==> config.mk <==
export PLATFORM = sky130hd
export DESIGN_NAME = fetch_ctrl_flat
export DESIGN_NICKNAME = d
export VERILOG_FILES = /design/src/rtl/fetch_ctrl_pkg.sv /design/src/rtl/fetch_ctrl_if.sv /design/src/rtl/fetch_ctrl_watchdog.sv /design/src/rtl/fetch_ctrl.sv /design/src/flat_wrapper.sv
export SDC_FILE = /design/constraint.sdc
export NUM_CORES = 1
export LEC_CHECK = 0
export BUFFER_PORTS_ARGS = -buffer_cell sky130_fd_sc_hd__buf_2
export CELL_PAD_IN_SITES_DETAIL_PLACEMENT = 0
export CELL_PAD_IN_SITES_GLOBAL_PLACEMENT = 2
export CORE_MARGIN = 2
export CORE_UTILIZATION = 27
export CTS_BUF_LIST = sky130_fd_sc_hd__clkbuf_16
export DETAILED_ROUTE_END_ITERATION = 7
export GPL_TIMING_DRIVEN = 0
export PLACE_DENSITY_LB_ADDON = 0.25
export SYNTH_ARGS = -nofsm -noshare
export SYNTH_HDL_FRONTEND = slang
export SYNTH_SLANG_ARGS = --single-unit
==> constraint.sdc <==
create_clock -name clk -period 2 [get_ports clk]
set_input_delay 0.3 -clock clk [delete_from_list [all_inputs] [get_ports clk]]
set_output_delay 0.3 -clock clk [all_outputs]
set_load 0.01 [all_outputs]
==> src/rtl/fetch_ctrl_pkg.sv <==
// Shared definitions for the instruction-fetch controller: state codes,
// PC mux select codes and a small redirect helper.
package fetch_ctrl_pkg;

  // Controller states (legacy-compatible constant encoding)
  localparam logic [2:0] BOOT  = 3'd0;
  localparam logic [2:0] FETCH = 3'd1;
  localparam logic [2:0] HOLD  = 3'd2;
  localparam logic [2:0] DRAIN = 3'd3;
  localparam logic [2:0] ERR   = 3'd4;

  // PC source select codes seen by the IF mux
  localparam logic PC_SEL_SEQ   = 1'b0;
  localparam logic PC_SEL_REDIR = 1'b1;

  // A control-flow change resolved in ID this cycle
  function automatic logic is_redirect(input logic branch, input logic jump);
    return branch | jump;
  endfunction

endpackage

==> src/rtl/fetch_ctrl_if.sv <==
// Bundle of the fetch controller's ID-side, memory-side and PC-control
// signals. The master side is the controller; the slave side is the
// surrounding pipeline / memory.
interface fetch_ctrl_if;

  logic        branch;
  logic        jump;
  logic [31:0] jump_addr;
  logic        stall;
  logic        imem_ack;

  logic        imem_req;
  logic        pc_write;
  logic        pc_sel;
  logic [31:0] redirect_addr;
  logic        ifid_write;
  logic        if_flush;
  logic        fetch_err;

  modport master (
    input  branch, jump, jump_addr, stall, imem_ack,
    output imem_req, pc_write, pc_sel, redirect_addr, ifid_write, if_flush, fetch_err
  );

  modport slave (
    output branch, jump, jump_addr, stall, imem_ack,
    input  imem_req, pc_write, pc_sel, redirect_addr, ifid_write, if_flush, fetch_err
  );

endinterface

==> src/rtl/fetch_ctrl_watchdog.sv <==
// Fetch watchdog: counts cycles a request waits without an acknowledge and
// raises a sticky error once the wait reaches TIMEOUT. hit is the
// combinational "this wait cycle brings the count to TIMEOUT" strobe that the
// controller uses to enter its error state on the same edge the error sets.
module fetch_watchdog #(
  parameter int TIMEOUT = 16,
  parameter int CNT_W   = 5
) (
  input  logic clk,
  input  logic reset,
  input  logic req,
  input  logic ack,
  output logic hit,
  output logic fetch_err
);

  localparam logic [CNT_W-1:0] LIMIT  = CNT_W'(TIMEOUT);
  localparam logic [CNT_W-1:0] ONE    = CNT_W'(1);
  localparam logic [CNT_W-1:0] MAXV   = {CNT_W{1'b1}};
  localparam bit               ENABLE = (TIMEOUT != 0);

  logic [CNT_W-1:0] cnt_r;
  logic [CNT_W-1:0] cnt_inc;
  logic             waiting;
  logic             err_r;

  assign waiting   = req & ~ack;
  assign cnt_inc   = cnt_r + ONE;
  assign hit       = ENABLE && waiting && (cnt_inc == LIMIT);
  assign fetch_err = err_r;

  // Wait counter: clears on ack or idle request, saturates when disabled
  always_ff @(posedge clk) begin
    if (reset) begin
      cnt_r <= '0;
    end else if (!waiting) begin
      cnt_r <= '0;
    end else if (cnt_r != MAXV) begin
      cnt_r <= cnt_inc;
    end else begin
      cnt_r <= cnt_r;
    end
  end

  // Sticky error flag, cleared only by reset
  always_ff @(posedge clk) begin
    if (reset) begin
      err_r <= 1'b0;
    end else if (hit) begin
      err_r <= 1'b1;
    end else begin
      err_r <= err_r;
    end
  end

endmodule

==> src/rtl/fetch_ctrl.sv <==
// Instruction-fetch sequencing controller. Runs the req/ack handshake with a
// variable-latency instruction memory, drives the PC enable/select and the
// IF/ID write/flush, holds a redirect that arrives while a fetch is in flight
// and applies it when the memory answers, and parks in ERR if a fetch hangs.
// PC-control outputs are Mealy: they react to imem_ack in the same cycle so
// a zero-wait memory sustains one instruction per cycle.
module fetch_ctrl
  import fetch_ctrl_pkg::*;
#(
  parameter int TIMEOUT = 16,
  parameter int CNT_W   = 5
) (
  input logic          clk,
  input logic          reset,
  fetch_ctrl_if.master bus
);

  logic [2:0]  state_r;
  logic [2:0]  state_nxt;
  logic [2:0]  state_d;
  logic        pending_r;
  logic        pending_nxt;
  logic        pending_d;
  logic [31:0] target_r;
  logic [31:0] target_nxt;

  logic        redirect;
  logic        req;
  logic        pc_write;
  logic        pc_sel;
  logic        ifid_write;
  logic        if_flush;
  logic [31:0] redirect_addr;
  logic        wd_hit;
  logic        wd_err;

  assign redirect = is_redirect(bus.branch, bus.jump);

  fetch_watchdog #(
    .TIMEOUT (TIMEOUT),
    .CNT_W   (CNT_W)
  ) u_watchdog (
    .clk       (clk),
    .reset     (reset),
    .req       (req),
    .ack       (bus.imem_ack),
    .hit       (wd_hit),
    .fetch_err (wd_err)
  );

  // Next-state and per-cycle PC/IF control decode
  always_comb begin
    state_nxt   = state_r;
    pending_nxt = pending_r;
    target_nxt  = target_r;
    req         = 1'b0;
    pc_write    = 1'b0;
    pc_sel      = PC_SEL_SEQ;
    ifid_write  = 1'b0;
    if_flush    = 1'b0;
    case (state_r)
      BOOT: begin
        state_nxt = FETCH;
      end
      FETCH: begin
        req = 1'b1;
        if (bus.imem_ack) begin
          if (redirect) begin
            // fetched word is wrong-path: drop it and take the target now
            if_flush = 1'b1;
            pc_write = 1'b1;
            pc_sel   = PC_SEL_REDIR;
          end else if (bus.stall) begin
            // discard; the same PC is fetched again once the stall clears
            state_nxt = HOLD;
          end else begin
            pc_write   = 1'b1;
            ifid_write = 1'b1;
          end
        end else if (redirect) begin
          // request must stay up until ack, so remember where to go
          if_flush    = 1'b1;
          target_nxt  = bus.jump_addr;
          pending_nxt = 1'b1;
          state_nxt   = DRAIN;
        end else begin
          state_nxt = FETCH;
        end
      end
      HOLD: begin
        if (redirect) begin
          if_flush  = 1'b1;
          pc_write  = 1'b1;
          pc_sel    = PC_SEL_REDIR;
          state_nxt = FETCH;
        end else if (!bus.stall) begin
          state_nxt = FETCH;
        end else begin
          state_nxt = HOLD;
        end
      end
      DRAIN: begin
        req = 1'b1;
        if (bus.imem_ack) begin
          // stale response is dropped; the held target is applied even under stall
          if_flush    = 1'b1;
          pc_write    = 1'b1;
          pc_sel      = PC_SEL_REDIR;
          pending_nxt = 1'b0;
          state_nxt   = FETCH;
        end else if (redirect) begin
          if_flush   = 1'b1;
          target_nxt = bus.jump_addr;
        end else begin
          state_nxt = DRAIN;
        end
      end
      ERR: begin
        state_nxt = ERR;
      end
      default: begin
        state_nxt   = BOOT;
        pending_nxt = 1'b0;
      end
    endcase

    if (state_r == BOOT || state_r == ERR) begin
      redirect_addr = 32'h0000_0000;
    end else if (pending_r) begin
      redirect_addr = target_r;
    end else begin
      redirect_addr = bus.jump_addr;
    end
  end

  // A hung fetch overrides any other transition
  assign state_d   = wd_hit ? ERR  : state_nxt;
  assign pending_d = wd_hit ? 1'b0 : pending_nxt;

  // State, pending-redirect flag and held target registers
  always_ff @(posedge clk) begin
    if (reset) begin
      state_r   <= BOOT;
      pending_r <= 1'b0;
      target_r  <= 32'h0000_0000;
    end else begin
      state_r   <= state_d;
      pending_r <= pending_d;
      target_r  <= target_nxt;
    end
  end

  assign bus.imem_req      = req;
  assign bus.pc_write      = pc_write;
  assign bus.pc_sel        = pc_sel;
  assign bus.redirect_addr = redirect_addr;
  assign bus.ifid_write    = ifid_write;
  assign bus.if_flush      = if_flush;
  assign bus.fetch_err     = wd_err;

endmodule

==> src/flat_wrapper.sv <==
// flat-port wrapper written by rule: the top's interface ports become plain ports
module fetch_ctrl_flat import fetch_ctrl_pkg::*;
#(
  parameter int TIMEOUT = 16,
  parameter int CNT_W   = 5
)
  (clk, reset, bus_branch, bus_jump, bus_jump_addr, bus_stall, bus_imem_ack, bus_imem_req, bus_pc_write, bus_pc_sel, bus_redirect_addr, bus_ifid_write, bus_if_flush, bus_fetch_err);
  fetch_ctrl_if bus_i ();
  input logic clk;
  input logic reset;
  input wire logic [$bits(bus_i.branch)-1:0] bus_branch;
  input wire logic [$bits(bus_i.jump)-1:0] bus_jump;
  input wire logic [$bits(bus_i.jump_addr)-1:0] bus_jump_addr;
  input wire logic [$bits(bus_i.stall)-1:0] bus_stall;
  input wire logic [$bits(bus_i.imem_ack)-1:0] bus_imem_ack;
  output wire logic [$bits(bus_i.imem_req)-1:0] bus_imem_req;
  output wire logic [$bits(bus_i.pc_write)-1:0] bus_pc_write;
  output wire logic [$bits(bus_i.pc_sel)-1:0] bus_pc_sel;
  output wire logic [$bits(bus_i.redirect_addr)-1:0] bus_redirect_addr;
  output wire logic [$bits(bus_i.ifid_write)-1:0] bus_ifid_write;
  output wire logic [$bits(bus_i.if_flush)-1:0] bus_if_flush;
  output wire logic [$bits(bus_i.fetch_err)-1:0] bus_fetch_err;
  assign bus_i.branch = bus_branch;
  assign bus_i.jump = bus_jump;
  assign bus_i.jump_addr = bus_jump_addr;
  assign bus_i.stall = bus_stall;
  assign bus_i.imem_ack = bus_imem_ack;
  assign bus_imem_req = bus_i.imem_req;
  assign bus_pc_write = bus_i.pc_write;
  assign bus_pc_sel = bus_i.pc_sel;
  assign bus_redirect_addr = bus_i.redirect_addr;
  assign bus_ifid_write = bus_i.ifid_write;
  assign bus_if_flush = bus_i.if_flush;
  assign bus_fetch_err = bus_i.fetch_err;
  fetch_ctrl #(.TIMEOUT(TIMEOUT), .CNT_W(CNT_W)) u_core (.clk(clk), .reset(reset), .bus(bus_i));
endmodule
Word level (Yosys, flattened, before mapping)
Cells that the tools add are included.
Widths: inputs -> output; s select.

word-level totals
  input bits = 38
  word-level logic and storage cells = 69
  register bits after elaboration = 42
  output and inout port bits = 38

operators by class
  equal/unequal tests = 15
  reductions and logical operators = 12
  muxes and demuxes = 30
  bitwise logic cells = 5
  $add $sub $neg = 1

operators with widths
  kind                 count
  $mux 32              2
  $mux 3               7
  $pmux 3 s5           1
  $mux 1               14
  $ne 3x3->1 const B   3
  $pmux 1 s3           3
  $reduce_and 3->1     3
  $ne 4x4->1 const B   2
  $reduce_or 2->1      4
  $eq 3x2->1 const B   2
  $add 5x1->5 const B  1
  $eq 5x5->1 const B   1
  $ne 5x5->1 const B   1
  $mux 2               2
  $ne 2x2->1 const B   2
  $ne 4x3->1 const B   1
  $reduce_and 4->1     1
  $eq 3x1->1 const B   1
  $eq 3x3->1 const B   1
  $logic_not 3->1      1
  $not 1->1            3
  $reduce_or 3->1      1
  $ne 2x1->1 const B   1
  $pmux 1 s2           1
  other kinds (4)      4

Longest topological paths before layout
  word-level depth = 7
  mapped depth = 7
  depth with buffers taken out = 6

Modules after synthesis
A second synthesis with hierarchy kept.

unflattened totals
  cells, all modules = 290
  area, all modules = 2650.0 µm²

modules (own cells, without submodules)
  module          cells an instance  times used  area each (µm²)  sequential area each (µm²)
  fetch_ctrl      258                1           2342.2           720.7
  fetch_watchdog  32                 1           307.8            120.1

Least setup slack after synthesis
OpenSTA, ideal clock, no wires.

  path type = register to register
  start = register u_core.u_watchdog.cnt_r[0]
  end = register u_core.state_r[2]
  data arrival time = 1561 ps
  required time = 1941 ps
  clock period less this slack = 1620 ps
  setup slack = 380 ps
  setup time = 59 ps
  buffers on the path = 0
  cell stages (with the launch flop) = 7
  path through = dfxtp_1 -> ha_1 -> and3_1 -> ha_1 -> nand2_1 -> nor4_4 -> o21ba_1

on the way
  longest elaborated chain between the ends = 5
  elaborated cells between the ends (all ways) = 8
  classes of those cells = add/sub (1); eq/ne (4); mux (1); reduce/logical (2)

ends and longest elaborated chain
  what                                                       RTL line                   text
  from (decl)                                                fetch_ctrl_watchdog.sv:22  logic [CNT_W-1:0] cnt_r;
  from (signal assigned)                                     fetch_ctrl_watchdog.sv:39  cnt_r <= cnt_inc;
  from (signal assigned)                                     fetch_ctrl_watchdog.sv:41  cnt_r <= cnt_r;
  $add 5x1->5 *                                              fetch_ctrl_watchdog.sv:28  assign cnt_inc = cnt_r + ONE;
  named net u_core.u_watchdog.cnt_inc[4]                     fetch_ctrl_watchdog.sv:23  logic [CNT_W-1:0] cnt_inc;
  $eq 5x5->1 *                                               fetch_ctrl_watchdog.sv:29  assign hit = ENABLE && waiting && (cnt_inc == LIMIT);
  $logic_and 1x1->1 *                                        fetch_ctrl_watchdog.sv:29
  $ne 4x4->1 (no source line) or $ne 4x3->1 (tied branches)  -
  $reduce_and 3->1 (no source line)                          -
  to (signal assigned)                                       fetch_ctrl.sv:147          state_r <= state_d;
  to (decl)                                                  fetch_ctrl.sv:18           logic [2:0] state_r;

The timed path passes the listed nets; every way through them passes the cells marked *.
A chain may end at the register's enable or synchronous reset.

Final worst setup path
  start = register u_core.state_r[0]
  end = output bus_redirect_addr[28]

on the way
  longest elaborated chain between the ends = 3
  elaborated cells between the ends (all ways) = 4
  classes of those cells = eq/ne (1); mux (1); reduce/logical (2)

ends and longest elaborated chain
  what                                           RTL line            text
  $eq 3x3->1 or $logic_not 3->1 (tied branches)  fetch_ctrl.sv:127   if (state_r == BOOT || state_r == ERR) begin
  $logic_or 1x1->1 *                             fetch_ctrl.sv:127
  $mux 32 *                                      fetch_ctrl.sv:127
  to (decl)                                      flat_wrapper.sv:19  output wire logic [$bits(bus_i.redirect_addr)-1:0] bus_redirect_addr;

Mark *: on every way between the ends. The rest lies on a longest branch, timed or not.

==> impl_results.md <==
* Post-synth EDFFs at 0
* Min cycle time layout at 1.84 ns
* Clk buf depth at 2
* Crit share post-route at 92.0%
* Tot Pwr at 2060 uW
* Layout cells sized above 1 at 28.8%
* Max Freq at 543 MHz
* Mapped cell area at 2210 um^2
* Die ar. at 8910 um^2
* Most used DFF post-synth: dfxtp_1
* Die Width at 94.4 um
* Drt drc at 0
* Final WL at 5930 um
* Post-route insts no fill at 467
* CTS tree: built
* Placed Cells incl. Taps at 460
* Antenna violations before repair at 0
* CTS H-Tree Depth at 2
* Cell variety after synth at 36
* Buf+Inv Stages, Crit Path at 3
* Post-Syn Nets at 324
* Most area-consuming cells after synthesis: dfxtp_1, mux2i_1, nand2_1, a21oi_1, nor2_1
* Relative slew slack at 67.6%
* Pin count of the biggest net entering global routing at 14
* CTS buffer count at 5
* Ant. Diodes at 0
* Remaining Overflow, GRT at 0
* Total number of vias at 2091
* Final GP Congestion at 0.721
* Worst-path fanout max at 10
* Post-synthesis cell type with the largest combined area: dfxtp_1
* WL/cell at 12.7 um
* First-pass GRT wire length at 9290 um
* Input/output buffers at 75
* Hold WC Path Type: in2reg
* Max-cap violations at 0
* Core area at 7810 um^2
* Yosys reg bits at 42
* Startpoint Class: flip-flop
* Worst Path Required at 1.70 ns
* DRT Pass-1 Iters at 4
* Reg clk slew, reported paths at 0.07 ns
* WHS at 0.257 ns
* Synth top area share at 38.1%
* Register area share after synthesis at 38.1%
* Pwr Density at 717 nW/um^2
* Setup CP Type: reg2out
* Yosys warns at 0
* GR Util met3 at 3.91%
* GR peak layer: met2
* Net count, final at 405
* Top Ports at 76
* Row cnt at 32
* Critical-path cell list: clkbuf_2 -> nor2_4 -> clkbuf_2 -> nor2_1 -> buf_2
* CTS Root Cell: clkbuf_16
* Clk_skew at 0.00974 ns
* Tightest Pin Transition at 0.486 ns
* Number of DRC markers in iteration 0 at 58
* ANT nets after route at 0
* Mapped Cells at 283
* Maximum vdd drop at 0.343 mV
* Leakage power at 0.00124 uW
* Met1 usage at 18.1%
* Post-synth ARST share at 0%
* Worst Path Arrival at 1.54 ns
* Clock Latency Late Sink at 0.29 ns
* Slowest cell on the critical path: dfxtp_1
* Crit. End Element: output port
* RSZ-0062 raised after global routing: no
* Final Max Tran Viols at 0
* GR Layer Usage met2 at 20.8%
* Commonest cells post-synth: nand2_1, dfxtp_1, nor2_1, a21oi_1, mux2i_1
* Final Hold Viols at 0
* Worst path max stage delay at 0.31 ns
* P&R area growth vs syn at 30.1%
* Gr usage total at 13.3%
* Vias in the first global route at 1912
* Crit-path leading delay family: buffers and inverters
* Post-DP HPWL at 4370 um
* Syn avg cell area at 7.79 um^2
* Setup TNS at 0 ns
* Status: complete, no violations
* Most frequent cell after synthesis: nand2_1
* Clock Sinks at 42
* Vias/cell at 4.48
* Fin area at 2870 um^2
* Top cell by count, worst path: clkbuf_2
* Final setup viols at 0
* Initial core utilization at 28.3%
* Post-Place Cell Area at 2710 um^2
* Die height at 94.4 um
-- stage by stage --
step | worst slack, ns | util [%]
6_report | 0.160 | 36.7
2_1_floorplan | 0.380 | -
5_1_grt | 0.0363 | 36.7
3_3_place_gp | -0.0126 | 34.7
3_5_place_dp | -0.0194 | 34.7
4_1_cts | 0.0430 | 36.8
-- power breakdown --
group	internal, uW	total, uW	switching [uW]
Clock	458	787	329
Sequential	869	888	19.4
Combinational	165	381	217
Total	1490	2060	565
-- per-layer routing --
metal  wire length, um  vias up  share of wire (%)
met5                 0        -                  0
met4                61        0                1.0
met3               451        6                7.6
met2              2540       55                 43
met1              2870      931                 48
li1                  -     1099                  -
-- kinds of logic (layout without fill, tap and decap cells) --
family / Yosys count / after routing / share of synthesized area [%]
buffers and inverters: 22 / 104 / 4.59
DFF: 42 / 42 / 38.1
muxes: 35 / 35 / 15.9
xor gates and xnor gates: 4 / 4 / 1.59
AOI/OAI and AO/OA: 47 / 47 / 11.8
and+or+nand+nor: 130 / 130 / 26.3
adders and majority gates: 3 / 3 / 1.70
-- layout make-up --
class,count,area (um^2)
clock buffer,5,125
buffer,20,108
clock inverter,3,17.5
fill,891,4940
tap,102,128
sequential,42,841
timing repair buffer,75,375
multi-input combinational,219,1270
inverter,1,3.75
-- worst register-to-register path, delay by kind of cell, from the launching register on --
family	cells	cell delay, ns
DFF	1	0.34
AOI/OAI and AO/OA	1	0.18
adders and majority gates	2	0.52
and+or+nand+nor	3	0.67
-- worst paths after layout --
check / startpoint / endpoint / slack [ns] / cells past startpoint
min reg2reg: u_core.target_r[28] / u_core.target_r[28] / 0.45 / 2
min: bus_jump_addr[20] / u_core.target_r[20] / 0.26 / 3
max reg2reg: u_core.u_watchdog.cnt_r[0] / u_core.state_r[2] / 0.23 / 6
max: u_core.state_r[0] / bus_redirect_addr[28] / 0.16 / 5
-- flip-flops by register name (all words and copies together), names as in the netlist --
signal / cells
u_core.pending_r: 1
u_core.state_r: 3
u_core.u_watchdog.fetch_err: 1
u_core.target_r: 32
u_core.u_watchdog.cnt_r: 5
-- layout by cell type (no fill, tap or decap), types with 2 or more instances in the layout --
cell type / count
and2_1: 2
o21ai_0: 4
clkbuf_1: 6
dfxtp_1: 42
a21oi_1: 35
clkbuf_16: 5
mux2i_1: 35
o211ai_1: 2
clkbuf_2: 5
buf_4: 6
nand2_1: 67
nor2b_1: 3
nor2_1: 40
ha_1: 3
inv_1: 2
buf_2: 78
nor2_4: 2
xnor2_1: 2
or2_2: 2
nor4_1: 3
xor2_1: 2
-- timing repair --
action                                  4_1_cts  5_1_grt
endpoints found under the setup margin       30       29
setup buffers                                 0        0
gates resized for setup                       9        2
cloned                                        0        0
hold buffers                                  0        0
pin swaps                                     0        0
No activity file was read; power rests on OpenSTA's default activity.
